[src/rtl/lobster_fetch_if.sv]
// Fetch-queue bus bundle: SRAM read handshake, executor valid/ready channel and PC redirect.
// master = fetch queue side, slave = SRAM/executor side.
interface lobster_fetch_if #(
   parameter int ADDR_WIDTH = 36
);
   logic                  ce;
   logic [ADDR_WIDTH-1:0] addr_in;
   logic                  rdy;
   logic [63:0]           data_in;
   logic                  out_valid;
   logic [63:0]           out_data;
   logic [ADDR_WIDTH-1:0] out_pc;
   logic                  out_ready;
   logic                  redirect_valid;
   logic [ADDR_WIDTH-1:0] redirect_pc;

   modport master (
      output ce, addr_in, out_valid, out_data, out_pc,
      input  rdy, data_in, out_ready, redirect_valid, redirect_pc
   );

   modport slave (
      input  ce, addr_in, out_valid, out_data, out_pc,
      output rdy, data_in, out_ready, redirect_valid, redirect_pc
   );
endinterface

[src/rtl/lobster_fetch_queue.sv]
// Instruction fetch front end: owns the fetch PC, issues 64-bit SRAM reads and queues bundles.
// Optional statistics counters are enabled with the LOBSTER_FETCH_STATS_EN macro.
module lobster_fetch_queue #(
   parameter int                    ADDR_WIDTH = 36,
   parameter int                    DEPTH      = 4,
   parameter logic [ADDR_WIDTH-1:0] RESET_PC   = 36'hF800
) (
   input  logic            clk,
   input  logic            rst,
   lobster_fetch_if.master bus,
   output logic            busy
`ifdef LOBSTER_FETCH_STATS_EN
   ,
   output logic [31:0]     stat_bundles,
   output logic [31:0]     stat_discards,
   output logic [31:0]     stat_full_cycles
`endif
);

   localparam int PTR_W = $clog2(DEPTH);
   localparam int CNT_W = PTR_W + 1;

   if (DEPTH < 2 || (DEPTH & (DEPTH - 1)) != 0) begin : g_bad_depth
      $error("lobster_fetch_queue: DEPTH must be a power of two >= 2");
   end

   typedef enum logic [1:0] {
      IDLE  = 2'd0,
      WAIT  = 2'd1,
      DRAIN = 2'd2
   } state_e;

   state_e                state_q, state_d;
   logic                  ce_q, ce_d;
   logic [ADDR_WIDTH-1:0] addr_q, addr_d;
   logic [ADDR_WIDTH-1:0] fetch_pc_q, fetch_pc_d;
   logic [PTR_W-1:0]      rd_ptr_q, rd_ptr_d;
   logic [PTR_W-1:0]      wr_ptr_q, wr_ptr_d;
   logic [CNT_W-1:0]      count_q, count_d;
   logic [63:0]           out_data_q, out_data_d;
   logic [ADDR_WIDTH-1:0] out_pc_q, out_pc_d;

   // NOTE: storage arrays carry no reset; out_valid (from count_q) guards stale contents.
   logic [63:0]           data_mem [DEPTH];
   logic [ADDR_WIDTH-1:0] pc_mem   [DEPTH];

   logic                  push;
   logic                  pop;
   logic                  discard;
   logic                  space;
   logic                  out_valid;
   logic [PTR_W-1:0]      rd_ptr_inc;
   logic [ADDR_WIDTH-1:0] redirect_target;

   assign out_valid       = (count_q != '0);
   assign space           = (count_q < CNT_W'(DEPTH));
   assign rd_ptr_inc      = rd_ptr_q + PTR_W'(1);
   assign redirect_target = bus.redirect_pc & ~ADDR_WIDTH'(7);
   // Redirect flushes the queue, so a pop on that edge must be suppressed.
   assign pop             = bus.out_ready && out_valid && !bus.redirect_valid;

   // NOTE: every always_comb output gets a default first, so no path can infer a latch.
   always_comb begin
      state_d    = state_q;
      ce_d       = ce_q;
      addr_d     = addr_q;
      fetch_pc_d = fetch_pc_q;
      push       = 1'b0;
      discard    = 1'b0;
      unique case (state_q)
         IDLE: begin
            ce_d = 1'b0;
            if (bus.redirect_valid) begin
               fetch_pc_d = redirect_target;
            end else if (space) begin
               ce_d    = 1'b1;
               addr_d  = fetch_pc_q;
               state_d = WAIT;
            end
         end
         WAIT: begin
            if (bus.rdy && bus.redirect_valid) begin
               discard    = 1'b1;
               fetch_pc_d = redirect_target;
               ce_d       = 1'b0;
               state_d    = IDLE;
            end else if (bus.rdy) begin
               push       = 1'b1;
               fetch_pc_d = fetch_pc_q + ADDR_WIDTH'(8);
               ce_d       = 1'b0;
               state_d    = IDLE;
            end else if (bus.redirect_valid) begin
               // The SRAM cannot abort, so ce stays up and the reply is swallowed in DRAIN.
               fetch_pc_d = redirect_target;
               state_d    = DRAIN;
            end
         end
         DRAIN: begin
            if (bus.redirect_valid) fetch_pc_d = redirect_target;
            if (bus.rdy) begin
               discard = 1'b1;
               ce_d    = 1'b0;
               state_d = IDLE;
            end
         end
         default: begin
            ce_d    = 1'b0;
            state_d = IDLE;
         end
      endcase
   end

   always_comb begin
      rd_ptr_d   = rd_ptr_q;
      wr_ptr_d   = wr_ptr_q;
      count_d    = count_q;
      out_data_d = out_data_q;
      out_pc_d   = out_pc_q;
      if (bus.redirect_valid) begin
         rd_ptr_d = '0;
         wr_ptr_d = '0;
         count_d  = '0;
      end else begin
         if (push) wr_ptr_d = wr_ptr_q + PTR_W'(1);
         if (pop)  rd_ptr_d = rd_ptr_inc;
         count_d = count_q + CNT_W'(push) - CNT_W'(pop);
         // Head register tracks whichever entry will sit at the head after this edge.
         if (push && (count_q == '0 || (pop && count_q == CNT_W'(1)))) begin
            out_data_d = bus.data_in;
            out_pc_d   = addr_q;
         end else if (pop && count_q > CNT_W'(1)) begin
            out_data_d = data_mem[rd_ptr_inc];
            out_pc_d   = pc_mem[rd_ptr_inc];
         end
      end
   end

   // NOTE: sequential state uses non-blocking assignments only; next values come from always_comb.
   always_ff @(posedge clk) begin
      if (rst) begin
         state_q    <= IDLE;
         ce_q       <= 1'b0;
         addr_q     <= '0;
         fetch_pc_q <= RESET_PC;
         rd_ptr_q   <= '0;
         wr_ptr_q   <= '0;
         count_q    <= '0;
         out_data_q <= '0;
         out_pc_q   <= '0;
      end else begin
         state_q    <= state_d;
         ce_q       <= ce_d;
         addr_q     <= addr_d;
         fetch_pc_q <= fetch_pc_d;
         rd_ptr_q   <= rd_ptr_d;
         wr_ptr_q   <= wr_ptr_d;
         count_q    <= count_d;
         out_data_q <= out_data_d;
         out_pc_q   <= out_pc_d;
      end
   end

   always_ff @(posedge clk) begin
      if (push && !rst) begin
         data_mem[wr_ptr_q] <= bus.data_in;
         pc_mem[wr_ptr_q]   <= addr_q;
      end
   end

   assign bus.ce        = ce_q;
   assign bus.addr_in   = addr_q;
   assign bus.out_valid = out_valid;
   assign bus.out_data  = out_data_q;
   assign bus.out_pc    = out_pc_q;
   assign busy          = (state_q != IDLE);

`ifdef LOBSTER_FETCH_STATS_EN
   logic [31:0] stat_bundles_q, stat_bundles_d;
   logic [31:0] stat_discards_q, stat_discards_d;
   logic [31:0] stat_full_cycles_q, stat_full_cycles_d;

   always_comb begin
      stat_bundles_d     = stat_bundles_q + 32'(push);
      stat_discards_d    = stat_discards_q + 32'(discard);
      stat_full_cycles_d = stat_full_cycles_q + 32'((state_q == IDLE) && !space);
   end

   always_ff @(posedge clk) begin
      if (rst) begin
         stat_bundles_q     <= '0;
         stat_discards_q    <= '0;
         stat_full_cycles_q <= '0;
      end else begin
         stat_bundles_q     <= stat_bundles_d;
         stat_discards_q    <= stat_discards_d;
         stat_full_cycles_q <= stat_full_cycles_d;
      end
   end

   assign stat_bundles     = stat_bundles_q;
   assign stat_discards    = stat_discards_q;
   assign stat_full_cycles = stat_full_cycles_q;
`endif

endmodule

[src/flat_wrapper.sv]
// flat-port wrapper written by rule: the top's interface ports become plain ports
module lobster_fetch_queue_flat 
#(
   parameter int                    ADDR_WIDTH = 36,
   parameter int                    DEPTH      = 4,
   parameter logic [ADDR_WIDTH-1:0] RESET_PC   = 36'hF800
)
  (clk, rst, busy, bus_ce, bus_addr_in, bus_out_valid, bus_out_data, bus_out_pc, bus_rdy, bus_data_in, bus_out_ready, bus_redirect_valid, bus_redirect_pc);
  lobster_fetch_if #(.ADDR_WIDTH(ADDR_WIDTH)) bus_i ();
  input  logic clk;
  input  logic rst;
  output logic busy;
  output wire logic [$bits(bus_i.ce)-1:0] bus_ce;
  output wire logic [$bits(bus_i.addr_in)-1:0] bus_addr_in;
  output wire logic [$bits(bus_i.out_valid)-1:0] bus_out_valid;
  output wire logic [$bits(bus_i.out_data)-1:0] bus_out_data;
  output wire logic [$bits(bus_i.out_pc)-1:0] bus_out_pc;
  input wire logic [$bits(bus_i.rdy)-1:0] bus_rdy;
  input wire logic [$bits(bus_i.data_in)-1:0] bus_data_in;
  input wire logic [$bits(bus_i.out_ready)-1:0] bus_out_ready;
  input wire logic [$bits(bus_i.redirect_valid)-1:0] bus_redirect_valid;
  input wire logic [$bits(bus_i.redirect_pc)-1:0] bus_redirect_pc;
  assign bus_ce = bus_i.ce;
  assign bus_addr_in = bus_i.addr_in;
  assign bus_out_valid = bus_i.out_valid;
  assign bus_out_data = bus_i.out_data;
  assign bus_out_pc = bus_i.out_pc;
  assign bus_i.rdy = bus_rdy;
  assign bus_i.data_in = bus_data_in;
  assign bus_i.out_ready = bus_out_ready;
  assign bus_i.redirect_valid = bus_redirect_valid;
  assign bus_i.redirect_pc = bus_redirect_pc;
  lobster_fetch_queue #(.ADDR_WIDTH(ADDR_WIDTH), .DEPTH(DEPTH), .RESET_PC(RESET_PC)) u_core (.clk(clk), .rst(rst), .bus(bus_i), .busy(busy));
endmodule
[config.mk]
export PLATFORM = sky130hd
export DESIGN_NAME = lobster_fetch_queue_flat
export DESIGN_NICKNAME = d
export VERILOG_FILES = /design/src/rtl/lobster_fetch_if.sv /design/src/rtl/lobster_fetch_queue.sv /design/src/flat_wrapper.sv
export SDC_FILE = /design/constraint.sdc
export NUM_CORES = 1
export LEC_CHECK = 0
export CELL_PAD_IN_SITES_DETAIL_PLACEMENT = 0
export CELL_PAD_IN_SITES_GLOBAL_PLACEMENT = 1
export CORE_MARGIN = 2
export CORE_UTILIZATION = 40
export DETAILED_ROUTE_END_ITERATION = 8
export PLACE_DENSITY_LB_ADDON = 0.1
export SYNTH_ARGS = -nofsm -noshare
export SYNTH_HDL_FRONTEND = slang
export SYNTH_SLANG_ARGS = --single-unit
[constraint.sdc]
create_clock -name clk -period 4.8 [get_ports clk]
set_clock_uncertainty 0.1 [all_clocks]
set_input_delay 0.96 -clock clk [delete_from_list [all_inputs] [get_ports clk]]
set_output_delay 0.96 -clock clk [all_outputs]
set_load 0.02 [all_outputs]
==> results of run 1 <==
critical path, stage by stage (launching register included):
cell and delay (ns):
dfxtp_1 0.72, or2_2 0.30, clkdlybuf4s50_1 0.63
power breakdown:
| group | leakage (uW) | internal (uW) | switching [uW] | total (uW) |
|---|---|---|---|---|
| Combinational | 0.00267 | 231 | 290 | 521 |
| Clock | 0.000932 | 2620 | 1900 | 4520 |
| Sequential | 0.00511 | 5420 | 91.3 | 5520 |
| Total | 0.00871 | 8270 | 2280 | 10600 |
final cells by class:
| class | instances | area (sq um) |
|---|---|---|
| fill | 4813 | 27700 |
| sequential | 582 | 15700 |
| multi-input combinational | 870 | 6380 |
| timing repair buffer | 272 | 2780 |
| clock buffer | 77 | 1610 |
| tap | 748 | 936 |
| clock inverter | 36 | 292 |
| inverter | 14 | 53.8 |
| antenna | 1 | 2.50 |
cell usage in the layout (no fill, tap or decap), drive strengths merged, types with 7 or more instances in the layout:
cell type        n
clkinv          30
a21oi           60
or3              7
and3            10
nand3           13
o221ai           9
o22ai           11
nor4             7
a211oi           7
a311oi           7
mux4           100
a31oi           97
nand2          282
nand4           11
o21ai          109
xor2             9
clkbuf          77
edfxtp         400
inv             13
nor2            40
dfxtp          182
clkdlybuf4s50  239
ha               9
nor3            21
buf             33
metal layers:
metal  vias to the layer above  global-route usage
met2                       356               0.315
met4                         0              0.0484
met3                        68              0.0328
li1                       6505                   -
met5                         -                   0
met1                      7191               0.281
path summary, 6_finish.rpt:
path	slack [ns]	start	to
worst max-delay path	1.50	u_core.state_q[0]	busy
worst min-delay path	0.35	u_core.fetch_pc_q[1]	u_core.bus.addr_in[1]
worst max register to register	2.01	u_core.state_q[0]	u_core.pc_mem[3][0]
worst min register to register	0.35	u_core.fetch_pc_q[1]	u_core.bus.addr_in[1]
flip-flops by register name, summed over array words and instances (netlist names):
name and count:
u_core.data_mem 256, u_core.fetch_pc_q 36, u_core.wr_ptr_q 2, u_core.bus.out_data 64, u_core.rd_ptr_q 2, u_core.bus.ce 1
u_core.pc_mem 144, u_core.state_q 2, u_core.count_q 3, u_core.bus.out_pc 36, u_core.bus.addr_in 36
through the flow:
step / total power [uW] / setup slack, ns / instance area (sq um) / utilization / hold WS [ns]
2_1_floorplan: 5840 / 0.278 / 22500 / - / 0.327
3_3_place_gp: 6140 / 1.14 / 25800 / 0.466 / 0.345
3_5_place_dp: 6150 / 1.12 / 25800 / 0.466 / 0.342
4_1_cts: 10700 / 1.48 / 27700 / 0.500 / 0.358
5_1_grt: 11000 / 1.41 / 27700 / 0.500 / 0.382
6_report: 10600 / 1.50 / 27700 / 0.500 / 0.353
logic make-up after synthesis:
group	synth area share
buf+inv	0.0236
simple gates	0.0823
xor+xnor	0.00428
flops	0.695
compound gates	0.0875
mux	0.101
fa+ha+maj	0.00589
==> out/results.ini, run 1 <==
[routing]
wl_per_cell_microns = 21.8
wl_microns = 56800
wl_met2_microns = 26900
routedLengthMet1_microns = 25900
drtPass1Iterations = 5
drc_errors = 0
final_antenna_net_count = 0
highest_layer = met4
wl_met3_microns = 2820
drtIter0Drc = 873
route.vias.total = 14100
vias_per_cell = 5.43

[cts]
cts_root_buf = clkbuf_16
clock_latency_ns = 0.60
cts_buffers = 61
clockBufferDepth = 3
ctsHoldBuffers = 0
tritoncts = done
cts_resized = 0
numClockSinks = 582
h-tree-depth = 2
post_cts_buffers = 0
clk_pin_slew_worst_paths_ns = 0.06

[global_routing]
grt_pass1_wl_microns = 86500
track_usage = 0.197
grt_overflow = 0
grt_pass1_vias = 13900
grt_max_degree = 77
antenna_found_initial = 1

[layout]
fin_nets = 1916
fin_cells = 2600
drive_above_1_share = 0.132
syn_to_final_growth_pct = 23.0

[timing]
period_needed_ns = 3.30
fmaxAchievable_ghz = 0.303
finalMaxSlewViolations = 0
tns_ns = 0
hold_violations = 0
finalSetupViolCount = 0
fin_crit_sh = 0.688
rsz0062_at_grt = no
tightest_slew_ns = 1.11
slew_headroom = 0.257

[place]
dp_hpwl_microns = 33900
routabilityCongestion = 0.822
portBuffers = 240
placedCellCount = 2486

[synthesis]
synth_ff_type = edfxtp_1
yosys_warnings = 0
synth.area.top_cells = edfxtp_1, dfxtp_1, mux4_2, nand2_1, a31oi_1
synthTopCellsByCount = edfxtp_1, nand2_1, dfxtp_1, mux4_2, a31oi_1
synth_top_area_share = 0.533
async_flop_share = 0
netlist_instances = 1580
synth.avg_cell_area_sq_um = 14.3
synth-seq-area-share = 0.695
yosysTopAreaCell = edfxtp_1
ys_seq_elements = 582
synth_edf_count = 400
synth_cell_types = 64
synth_fp_nets = 1695
synth_most_common_cell = edfxtp_1
syn_area_sq_mm = 0.0225

[pwr]
power_density_mw_per_mm2 = 381
leakage_uw = 0.00871
peakVddDrop_mv = 0.260

[worst_setup_path]
cp_data_required_time_ns = 3.74
cp.arrival_ns = 2.24
path_class = reg -> out
crit_path_end_kind = output pin
worstPathMaxFanout = 19
reg2reg_depth = 5
crit_path_start_kind = flip-flop

[floorplan]
row_count = 86
die_area_sq_mm = 0.0582
io_pins = 244
die_height_microns = 241
die_width_microns = 241
floorplan.initialDensity = 0.406
core_sq_mm = 0.0554

[worst_hold_path]
holdPathStages = 2
hold_path.class = reg -> reg

[status]
status = finished clean

[job]
maxCapViolCount = 0

No activity file was read; power rests on OpenSTA's default activity.
==> inputs of run 2 (changes only) <==
==> constraint.sdc (replaced) <==
create_clock -name clk -period 3 [get_ports clk]
set_clock_uncertainty 0.1 [all_clocks]
set_input_delay 0.6 -clock clk [delete_from_list [all_inputs] [get_ports clk]]
set_output_delay 0.6 -clock clk [all_outputs]
set_load 0.02 [all_outputs]
==> run 2 against run 1 <==
Against the previous run:
- final cell count grew 1.0%
- count of clock-buffer cells in the layout grew 1
- flip-flop and latch count is the same
- combinational power grew 65%
- first-iteration DRC count grew 23%
- global-route usage grew 0.40 points
- utilization grew 0.91 points
- register-to-register slack lost 1.4 ns
- highest routed layer unchanged
- critical path depth grew 1
- via count grew 0.40%
- hold slack gained 0.0045 ns
- total power grew 63%
==> out/results.ini, run 2 (synthesis gave the netlist of run 1 again) <==
[global_routing]
use_met3 = 0.0320
grt_pass1_vias = 14300
grt_use_met1 = 0.282
grt.busiest_layer = met2
track_usage = 0.201
grt_max_degree = 83
grt_util_met2 = 0.330
antenna_found_initial = 0
grt_overflow = 0
grt_pass1_wl_microns = 87700

[floorplan]
io_pins = 244
die_area_sq_mm = 0.0582
floorplan.initialDensity = 0.406
die_height_microns = 241
die_width_microns = 241
core_sq_mm = 0.0554
row_count = 86

[worst_setup_path]
crit_path_end_kind = output pin
cp_num_buf_inv = 1
cp_slowest_cell = clkdlybuf4s50_1
path_cells = nor2_1, nand2_1, clkdlybuf4s50_1
worstPathMaxFanout = 5
path_class = reg -> out
cp.arrival_ns = 2.04
cp_data_required_time_ns = 2.30
cpPeakStageDelay_ns = 0.56
critPathTopFamily = buffers and inverters
crit_path_start_kind = flip-flop

[place]
routabilityCongestion = 0.798
dp_hpwl_microns = 36100
post-place-ws_ns = 0.0932
portBuffers = 240
placedCellCount = 2517

[timing]
setup_ws_ns = 0.259
hold_violations = 0
finalSetupViolCount = 0
fmaxAchievable_ghz = 0.365
fin_crit_sh = 0.914
finalMaxSlewViolations = 0
tns_ns = 0
whs_ns = 0.358
period_needed_ns = 2.74
slew_headroom = 0.544
tightest_slew_ns = 0.683
rsz0062_at_grt = no

[routing]
drtPass1Iterations = 6
route.vias.total = 14200
drc_errors = 0
vias_per_cell = 5.40
wl_microns = 57500
final_antenna_net_count = 0
drtIter0Drc = 1074
wl_per_cell_microns = 21.9

[cts]
h-tree-depth = 2
clk_pin_slew_worst_paths_ns = 0.06
post_cts_buffers = 0
clock_latency_ns = 0.61
cts_buffers = 60
ctsHoldBuffers = 0
tritoncts = done
cts_resized = 0
cts_root_buf = clkbuf_16
numClockSinks = 582
clockBufferDepth = 3

[pwr]
peakVddDrop_mv = 0.420
p_total_uw = 17200
leakage_uw = 0.00898
power_density_mw_per_mm2 = 609

[layout]
fin_cells = 2627
most-common-layout-cells = edfxtp_1, nand2_1, clkdlybuf4s50_1, dfxtp_1, mux4_2
top_register = u_core.data_mem
mostFrequentLayoutCell = edfxtp_1
n_antenna_cell = 0
drive_above_1_share = 0.151
fin_nets = 1946
largest_register_ffs = 256
fillers = 4743
syn_to_final_growth_pct = 25.2

[job]
maxCapViolCount = 0

[status]
status = finished clean

[worst_hold_path]
hold_path.class = reg -> reg

==> run 2: cell types whose count changed in the layout (fill, tap and decap cells not counted), moves of 2 or more <==
cell       change
buf_12        +15
buf_4         +16
bufinv_16      +2
clkbuf_1       -2
clkbuf_8       +3
clkinv_1       -9
inv_6          +2
==> run 2: layer usage <==
metal / routed length, microns / up-vias
li1: - / 6568
met1: 26100 / 7192
met2: 27700 / 348
met3: 2620 / 69
met4: 1010 / 0
met5: 0 / -
==> run 2: stage by stage <==
step                      cell area, sq um  utilization
final                                28200        0.509
after global routing                 28200        0.509
after CTS                            28200        0.509
after detailed placement             26200        0.473
after global placement               26200        0.473
after floorplan                      22500            -
==> run 2: final cells by class <==
class                           count  area [sq um]  area share
Sequential cell                   582         15700       0.555
Inverter                           14          53.8     0.00191
Clock inverter                     32           344      0.0122
Multi-Input combinational cell    870          6380       0.226
Tap cell                          748           936      0.0332
Timing Repair Buffer              303          3200       0.113
Clock buffer                       78          1640      0.0581
==> run 2: worst paths after layout <==
check | start | slack (ns) | cells past startpoint | to
max | u_core.count_q[2] | 0.26 | 3 | bus_out_valid
min | u_core.fetch_pc_q[2] | 0.36 | 2 | u_core.bus.addr_in[2]
max reg2reg | u_core.fetch_pc_q[4] | 0.56 | 6 | u_core.fetch_pc_q[33]
min reg2reg | u_core.fetch_pc_q[2] | 0.36 | 2 | u_core.bus.addr_in[2]
==> run 2: power by group <==
group,internal (uW),total (uW),switching (uW),leakage [uW]
Combinational,388,862,474,0.00288
Sequential,8680,8820,141,0.00511
Clock,4440,7500,3060,0.000984
Total,13500,17200,3680,0.00898
==> run 2: tightest hold or removal path, delay by kind of cell, from the launching register on <==
kind / cells / cell delay, ns
AND/OR/NAND/NOR: 1 / 0.05
flip-flops: 1 / 0.31
AO/OA/AOI/OAI: 1 / 0.05
==> inputs of run 3 (changes only) <==
--- a/config.mk
+++ b/config.mk
@@ -10,7 +10,7 @@
 export CORE_MARGIN = 2
 export CORE_UTILIZATION = 40
 export DETAILED_ROUTE_END_ITERATION = 8
-export PLACE_DENSITY_LB_ADDON = 0.1
+export PLACE_DENSITY = 0.72
 export SYNTH_ARGS = -nofsm -noshare
 export SYNTH_HDL_FRONTEND = slang
 export SYNTH_SLANG_ARGS = --single-unit
==> run 3 against run 2 <==
Against the previous run:
- utilization shrank 0.46 points
- sequential share of layout area is 0.50 points higher
- highest routed layer unchanged
- critical endpoint is now busy
- final cell count shrank 0.42%
- combinational power is 1% lower
- first-iteration DRC count is 1.8% lower
- setup slack lost 0.078 ns
- fmax is 2.8% lower
- via count decreased by 0.30%
- sequential power about the same
- register-to-register slack better by 0.04 ns
==> out/results.ini, run 3 (synthesis gave the netlist of run 1 again) <==
[layout]
largest_register_ffs = 256
mostFrequentLayoutCell = edfxtp_1
top_register = u_core.data_mem
most-common-layout-cells = edfxtp_1, nand2_1, clkdlybuf4s50_1, dfxtp_1, mux4_2
fin_cells = 2616
fin_nets = 1932
syn_to_final_growth_pct = 24.1
stdcell_area_sq_mm = 0.0280
drive_above_1_share = 0.145
post-route-util = 0.504

[cts]
clock_latency_ns = 0.60
h-tree-depth = 2
cts_buffers = 57
cts_resized = 0
clockBufferDepth = 3
tritoncts = done
post_cts_buffers = 0
cts_root_buf = clkbuf_16
numClockSinks = 582
ctsHoldBuffers = 0
clk_pin_slew_worst_paths_ns = 0.07

[global_routing]
use_met3 = 0.0307
grt.busiest_layer = met2
grt_use_met1 = 0.254
grt_util_met2 = 0.325
grt_max_degree = 103
antenna_found_initial = 2
track_usage = 0.192
grt_overflow = 0
grt_pass1_wl_microns = 84800
grt_pass1_vias = 14500

[worst_setup_path]
rr_startpoint = u_core.fetch_pc_q[4]
worstPathMaxFanout = 15
startpoint = u_core.state_q[1]
r2r-end = u_core.fetch_pc_q[33]
cp_data_required_time_ns = 2.30
path_class = reg -> out
cp.arrival_ns = 2.12
crit_path_start_kind = flip-flop
crit_path_end_kind = output pin
reg2reg_depth = 6
r2r_slack_ns = 0.60

[worst_hold_path]
worstHoldStart = rst
worstHoldEndpoint = u_core.fetch_pc_q[7]
holdPathStages = 2
hold_path.class = in -> reg

[routing]
drc_errors = 0
wl_microns = 55500
final_antenna_net_count = 0
drtPass1Iterations = 5
vias_per_cell = 5.40
wl_per_cell_microns = 21.2
route.vias.total = 14100
drtIter0Drc = 1055

[pwr]
p_sw_frac = 0.213
switchingPower_uw = 3600
p_total_uw = 16900
clockPowerShare = 0.426
peakVddDrop_mv = 0.416
leakage_uw = 0.00884
p_seq_frac = 0.523
power.internal_uw = 13300
power_density_mw_per_mm2 = 603
pwr-share-comb = 0.051

[job]
maxCapViolCount = 0

[timing]
fmaxAchievable_ghz = 0.355
rsz0062_at_grt = no
fin_crit_sh = 0.940
finalSetupViolCount = 0
tightest_slew_ns = 0.610
finalMaxSlewViolations = 0
hold_violations = 0
period_needed_ns = 2.82
slew_headroom = 0.594

[place]
dp_hpwl_microns = 34500
place_area_sq_mm = 0.0260
placedCellCount = 2506
routabilityCongestion = 0.814
portBuffers = 240

[floorplan]
floorplan.initialDensity = 0.406
die_width_microns = 241
die_area_sq_mm = 0.0582
die_height_microns = 241
row_count = 86
core_sq_mm = 0.0554
io_pins = 244

[status]
status = finished clean

-- run 3: critical path, cell delays in order (launching register included) --
cell and delay (ns):
dfxtp_1 0.63, or2_2 0.27, clkdlybuf4s50_1 0.62
-- run 3: per-layer routing --
layer  part of all wire  vias to the layer above  wire, microns
met5                  0                        -              0
met4              0.025                        0           1400
met3              0.052                       75           2860
met2               0.49                      391          27200
met1               0.43                     7142          24100
li1                   -                     6527              -
-- run 3: through the flow --
stage,setup TNS [ns],hold WS [ns],worst slack [ns]
finish,0,0.331,0.181
global route,0,0.348,0.0505
CTS,0,0.287,0.148
detailed placement,0,0.351,0.237
global placement,0,0.350,0.271
floorplan,-19.94,0.327,-0.0498
-- run 3: how the worst max path moves through the flow --
stage	endpoint	cells past startpoint
final	busy	2
after global routing	busy	2
after CTS	busy	2
after detailed placement	u_core.bus.out_data[42]	6
after global placement	u_core.bus.out_data[50]	6
after floorplan	u_core.data_mem[0][0]	5
-- run 3: cell type report --
class	instances	area [sq um]
tap	748	936
antenna	2	5.00
clock buffer	82	1660
timing repair buffer	292	3010
multi-input combinational	870	6380
clock inverter	26	245
sequential	582	15700
fill	4713	27500
inverter	14	53.8
-- run 3: power groups by stage --
| stage | clock network (uW) | registers, uW | logic, uW |
|---|---|---|---|
| 2_1_floorplan | 0 | 9020 | 320 |
| 3_3_place_gp | 0 | 8980 | 840 |
| 3_5_place_dp | 0 | 8990 | 854 |
| 4_1_cts | 7380 | 8820 | 858 |
| 5_1_grt | 7670 | 8830 | 928 |
| 6_report | 7190 | 8820 | 853 |
==> variant 1: new RTL, settings of run 1 <==
`ADDR_WIDTH` is set to 36 in 3 places; all go to 28.
--- a/src/rtl/lobster_fetch_if.sv
+++ b/src/rtl/lobster_fetch_if.sv
@@ -2,5 +2,5 @@
 // master = fetch queue side, slave = SRAM/executor side.
 interface lobster_fetch_if #(
-   parameter int ADDR_WIDTH = 36
+   parameter int ADDR_WIDTH = 28
 );
    logic                  ce;
--- a/src/rtl/lobster_fetch_queue.sv
+++ b/src/rtl/lobster_fetch_queue.sv
@@ -2,5 +2,5 @@
 // Optional statistics counters are enabled with the LOBSTER_FETCH_STATS_EN macro.
 module lobster_fetch_queue #(
-   parameter int                    ADDR_WIDTH = 36,
+   parameter int                    ADDR_WIDTH = 28,
    parameter int                    DEPTH      = 4,
    parameter logic [ADDR_WIDTH-1:0] RESET_PC   = 36'hF800
--- a/src/flat_wrapper.sv
+++ b/src/flat_wrapper.sv
@@ -2,5 +2,5 @@
 module lobster_fetch_queue_flat 
 #(
-   parameter int                    ADDR_WIDTH = 36,
+   parameter int                    ADDR_WIDTH = 28,
    parameter int                    DEPTH      = 4,
    parameter logic [ADDR_WIDTH-1:0] RESET_PC   = 36'hF800
Interface: changed (resized bus_addr_in, bus_out_pc and bus_redirect_pc); port bits go from 244 to 220. No check against the original RTL was run, so the function may have changed too.
==> variant 1 against run 1 <==
  * Worst setup slack worse by 0.026 ns
  * Routed wire length down 10%
  * Power down 8.6%
  * Area after synthesis down 9.7%
  * Final area down 8.9%
  * Sequential cell count down 56
  * Largest power group unchanged
  * Non-clock buffer count down 27
==> variant 1: results (changes against run 1) <==
- CP max FO: 20 (+1)
- Post-synthesis cell type count: 59 (-7.8%)
- ANT cells: 0 (-1)
- Vias in the first global route: 12968 (-7.0%)
- Post-DP HPWL: 29900 um (-12%)
- GRT met1 Usage: 0.261 (-0.0207)
- Via count: 12344 (-13%)
- Top cells by area, synth: edfxtp_1, dfxtp_1, mux4_2, a21oi_1, a22oi_1
- M1 wire length: 23000 um (-12%)
- Placed Instances: 2156 (-13%)
- LEAKAGE: 0.00786 uW (-9.8%)
- Gr usage total: 0.195 (-0.00165)
- Synth Net Count: 1445 (-15%)
- Non-filler cells, final: 2262 (-13%)
- Sequential share of the synthesized area: 0.699 (+0.00408)
- Layout net count: 1649 (-14%)
- Most flops, register: u_core.data_mem
- Met2 usage: 0.328 (+0.0130)
- Global-route wire length before repair: 78800 um (-8.9%)
- CTS max path bufs: 3 (unchanged)
- Met3 WL post-DR: 2310 um (-18%)
- Fin Hold WS: 0.356 ns (+0.00315 ns)
- Share of post-route cells with drive strength above 1: 0.142 (+0.00969)
- Post-synth EDFFs: 368 (-8.0%)
- Max Slew Vio Count: 0 (unchanged)
- CP arrival: 2.27 ns (+0.03 ns)
- GR met3 Demand/Resource: 0.0400 (+0.00715)
- Post-cts gate resize count: 0 (unchanged)
- Worst Reg2Reg Path Length in Cells: 4 (-1)
- Max rail drop VDD: 0.000239 V (-8.1%)
- # fillers: 4293 (-11%)
- Beginning of the worst hold path: u_core.fetch_pc_q[2]
- WL/cell: 22.6 um (+3.4%)
- YS warnings: 0 (unchanged)
- Slew HR: 0.178 (-0.0796)
- Post-synth top cells: edfxtp_1, dfxtp_1, a21oi_1
- Iter 0 DRT Violations: 773 (-11%)
- Crit path capture: busy
- Initial antenna violation count: 0 (-1)
- R2r setup slk: 1.95 ns (-0.06 ns)
- Status: finished, final reports clean
- Top Metal Used: met4
- CTS Buf Count: 56 (-8.2%)
- Met2 routed WL: 24900 um (-7.2%)
- Clock slew at reported path FFs: 0.06 ns (about the same)
- Worst reg2reg path endpoint: u_core.data_mem[2][49]
- Pin count of the biggest net entering global routing: 99 (+29%)
- Clk_lat worst skew: 0.60 ns (about the same)
- Switching Share: 0.209 (-0.00730)
- Avg Inst Size Synth: 15.2 sq um (+6.6%)
- PortBufs: 216 (-10%)
- R2R Path Start: u_core.state_q[0]
- Routability congestion estimate from global placement: 0.802 (-2.4%)
- Hold Path End: u_core.bus.addr_in[2]
## variant 1: cell types whose count changed after synthesis, moves of 18 or more
cell	run 1	this run
o21ai_0	96	15
clkbuf_1	75	57
edfxtp_1	400	368
a22oi_1	3	88
a21oi_1	60	143
dfxtp_1	182	158
nand2_1	281	84
nand3_1	11	97
a31oi_1	97	6
## variant 1: area by class of cell
class | instances | area, sq um | area share
Clock buffer | 92 | 1700 | 0.0673
Timing Repair Buffer | 245 | 2590 | 0.103
Multi-Input combinational cell | 698 | 5680 | 0.225
Sequential cell | 526 | 14200 | 0.563
Clock inverter | 14 | 159 | 0.00629
Tap cell | 672 | 841 | 0.0333
Inverter | 15 | 56.3 | 0.00223
## variant 1: power by group through the flow
stage	logic (uW)	registers (uW)	clock network (uW)
global placement	382	5050	0
finish	383	4950	4310
CTS	388	4950	4420
detailed placement	386	5050	0
global route	418	4960	4610
floorplan	149	5050	0
## variant 1: stage by stage
step | cell area, sq um | utilization | total power (uW) | setup slack [ns]
4_1_cts | 25200 | 0.503 | 9760 | 1.46
3_5_place_dp | 23400 | 0.466 | 5440 | 1.01
6_report | 25200 | 0.503 | 9640 | 1.47
5_1_grt | 25200 | 0.503 | 9990 | 1.36
3_3_place_gp | 23400 | 0.466 | 5430 | 1.00
2_1_floorplan | 20300 | - | 5200 | 0.147
## variant 1: cell families (layout without fill, tap and decap cells)
group	Yosys count	count (layout)	synth area share
and+or+nand+nor	283	283	0.0691
buffers and inverters	114	366	0.0236
xor gates and xnor gates	7	7	0.00302
AOI/OAI and AO/OA	305	305	0.0962
adders and majority gates	10	10	0.00652
DFF	526	526	0.699
muxes	93	93	0.102
## variant 1: worst max-delay path: stages, from the launching register on
cell,delay [ns]
dfxtp_1,0.79
or2_2,0.27
clkdlybuf4s50_1,0.61
==> variant 2: new RTL, flow settings as in run 1 <==
Made on the original files. The 3 states of `state_e` get a one-hot encoding in 3 bits.
--- a/src/rtl/lobster_fetch_queue.sv
+++ b/src/rtl/lobster_fetch_queue.sv
@@ -25,8 +25,8 @@
    end
 
-   typedef enum logic [1:0] {
-      IDLE  = 2'd0,
-      WAIT  = 2'd1,
-      DRAIN = 2'd2
+   typedef enum logic [2:0] {
+      IDLE  = 3'b001,
+      WAIT  = 3'b010,
+      DRAIN = 3'b100
    } state_e;
 
Check against the original RTL: same outputs for any inputs over 4 cycles, from zero or initial values and one cycle with rst high; so few cycles prove little.
==> variant 2 against run 1 <==
  * Global-route usage is 0.78 points lower
  * Worst setup slack worse by 0.082 ns
  * Sequential cell count is 1 higher
  * Via count is 2.9% lower
  * Synthesized cell count is 4.4% lower
  * Register-to-register slack better by 0.12 ns
  * Final area is 4.5% higher
  * Largest power group unchanged
  * Power is 3.1% higher
  * Area after synthesis is 4.8% higher
  * Routed wire length is 1.0% higher
  * Largest cell class unchanged
==> variant 2: results (changes against run 1) <==
- DIE AREA: 61000 sq um (+4.7%)
- Iter 0 DRT Violations: 811 (-7.1%)
- Gr usage total: 0.189 (-0.00781)
- R2r setup slk: 2.13 ns (+0.12 ns)
- Fin Hold WS: 0.351 ns (-0.00188 ns)
- Clock buffer count: 85 (+10%)
- Worst reg2reg path endpoint: u_core.data_mem[2][18]
- Status: finished, final reports clean
- Seq/total area: 0.542 (-0.0235)
- Multi-input combinational area share: 0.253 (+0.0225)
- Cells after synthesis: 1510 (-4.4%)
- CTS Buf Count: 66 (+8.2%)
- Seq cells post-synth: 583 (+0.17%)
- Non-CTS inverters: 18 (+4)
- Beginning of the worst hold path: u_core.fetch_pc_q[0]
- Signal buf overhead: 0.0968 (-0.00338)
- Non-filler cells, final: 2568 (-1.2%)
- Global-route wire length before repair: 86100 um (-0.43%)
- Clk_lat worst skew: 0.58 ns (-0.02 ns)
- M1 wire length: 25500 um (-1.6%)
- Share of post-route cells with drive strength above 1: 0.191 (+0.0593)
- Max incr delay on CP: 0.66 ns (-0.06 ns)
- H-tree depth: 3 (+1)
- Drt total wl: 57400 um (+1.0%)
- CP max FO: 11 (-8)
- Routability congestion estimate from global placement: 0.822 (about the same)
- Top cells by area, synth: edfxtp_1, dfxtp_1, mux4_2, a211oi_2, mux2i_1
- GR met3 Demand/Resource: 0.0335 (+0.000719)
- Hold Path End: u_core.bus.addr_in[0]
- FF+latch area: 15700 sq um (+0.13%)
- Met3 WL post-DR: 2950 um (+4.6%)
- Area leader, netlist: edfxtp_1
- Placed Instances: 2450 (-1.4%)
- Non-CTS buffers: 271 (-0.37%)
- ANT cells: 0 (-1)
- Placement Setup Slack: 0.967 ns (-0.156 ns)
- Post-synth top cells: edfxtp_1, dfxtp_1, nor2_1
- GRT met1 Usage: 0.259 (-0.0227)
- R2R Path Start: u_core.state_q[1]
- Vias/cell: 5.34 (-1.7%)
- Slew HR: 0.295 (+0.0378)
- Sequential share of the synthesized area: 0.664 (-0.0309)
- Initial antenna violation count: 0 (-1)
- # fillers: 4944 (+2.7%)
- Comb_multi_in: 805 (-7.5%)
- Placed Area: 26800 sq um (+4.0%)
- Pin count of the biggest net entering global routing: 85 (+10%)
- Met2 usage: 0.309 (-0.00552)
- Layout net count: 1860 (-2.9%)
## variant 2: changes by cell type after synthesis, moves of 80 or more
cell,run 1,this run
nand2_1,281,100
mux2i_1,1,111
a211oi_2,0,100
nor2_1,40,134
a31oi_1,97,6
o21ai_0,96,16
## variant 2: kinds of logic (layout without fill, tap and decap cells)
family | count (synthesis) | count (layout) | share of synthesized area
AOI/OAI and AO/OA | 242 | 242 | 0.0909
xor gates and xnor gates | 10 | 10 | 0.00371
adders and majority gates | 10 | 10 | 0.00562
buffers and inverters | 122 | 407 | 0.0278
DFF | 583 | 583 | 0.664
muxes | 211 | 211 | 0.142
and+or+nand+nor | 332 | 332 | 0.0654
## variant 2: power breakdown
group	internal (uW)	leakage [uW]	switching [uW]	total [uW]
clock	2970	0.00104	1960	4930
combinational	192	0.00301	265	457
sequential	5410	0.00509	80.3	5490
## variant 2: worst max-delay path, delay by kind of cell (launching register included)
kind | cells | cell delay [ns]
simple gates | 2 | 0.44
flops | 1 | 0.66
buf+inv | 1 | 0.63
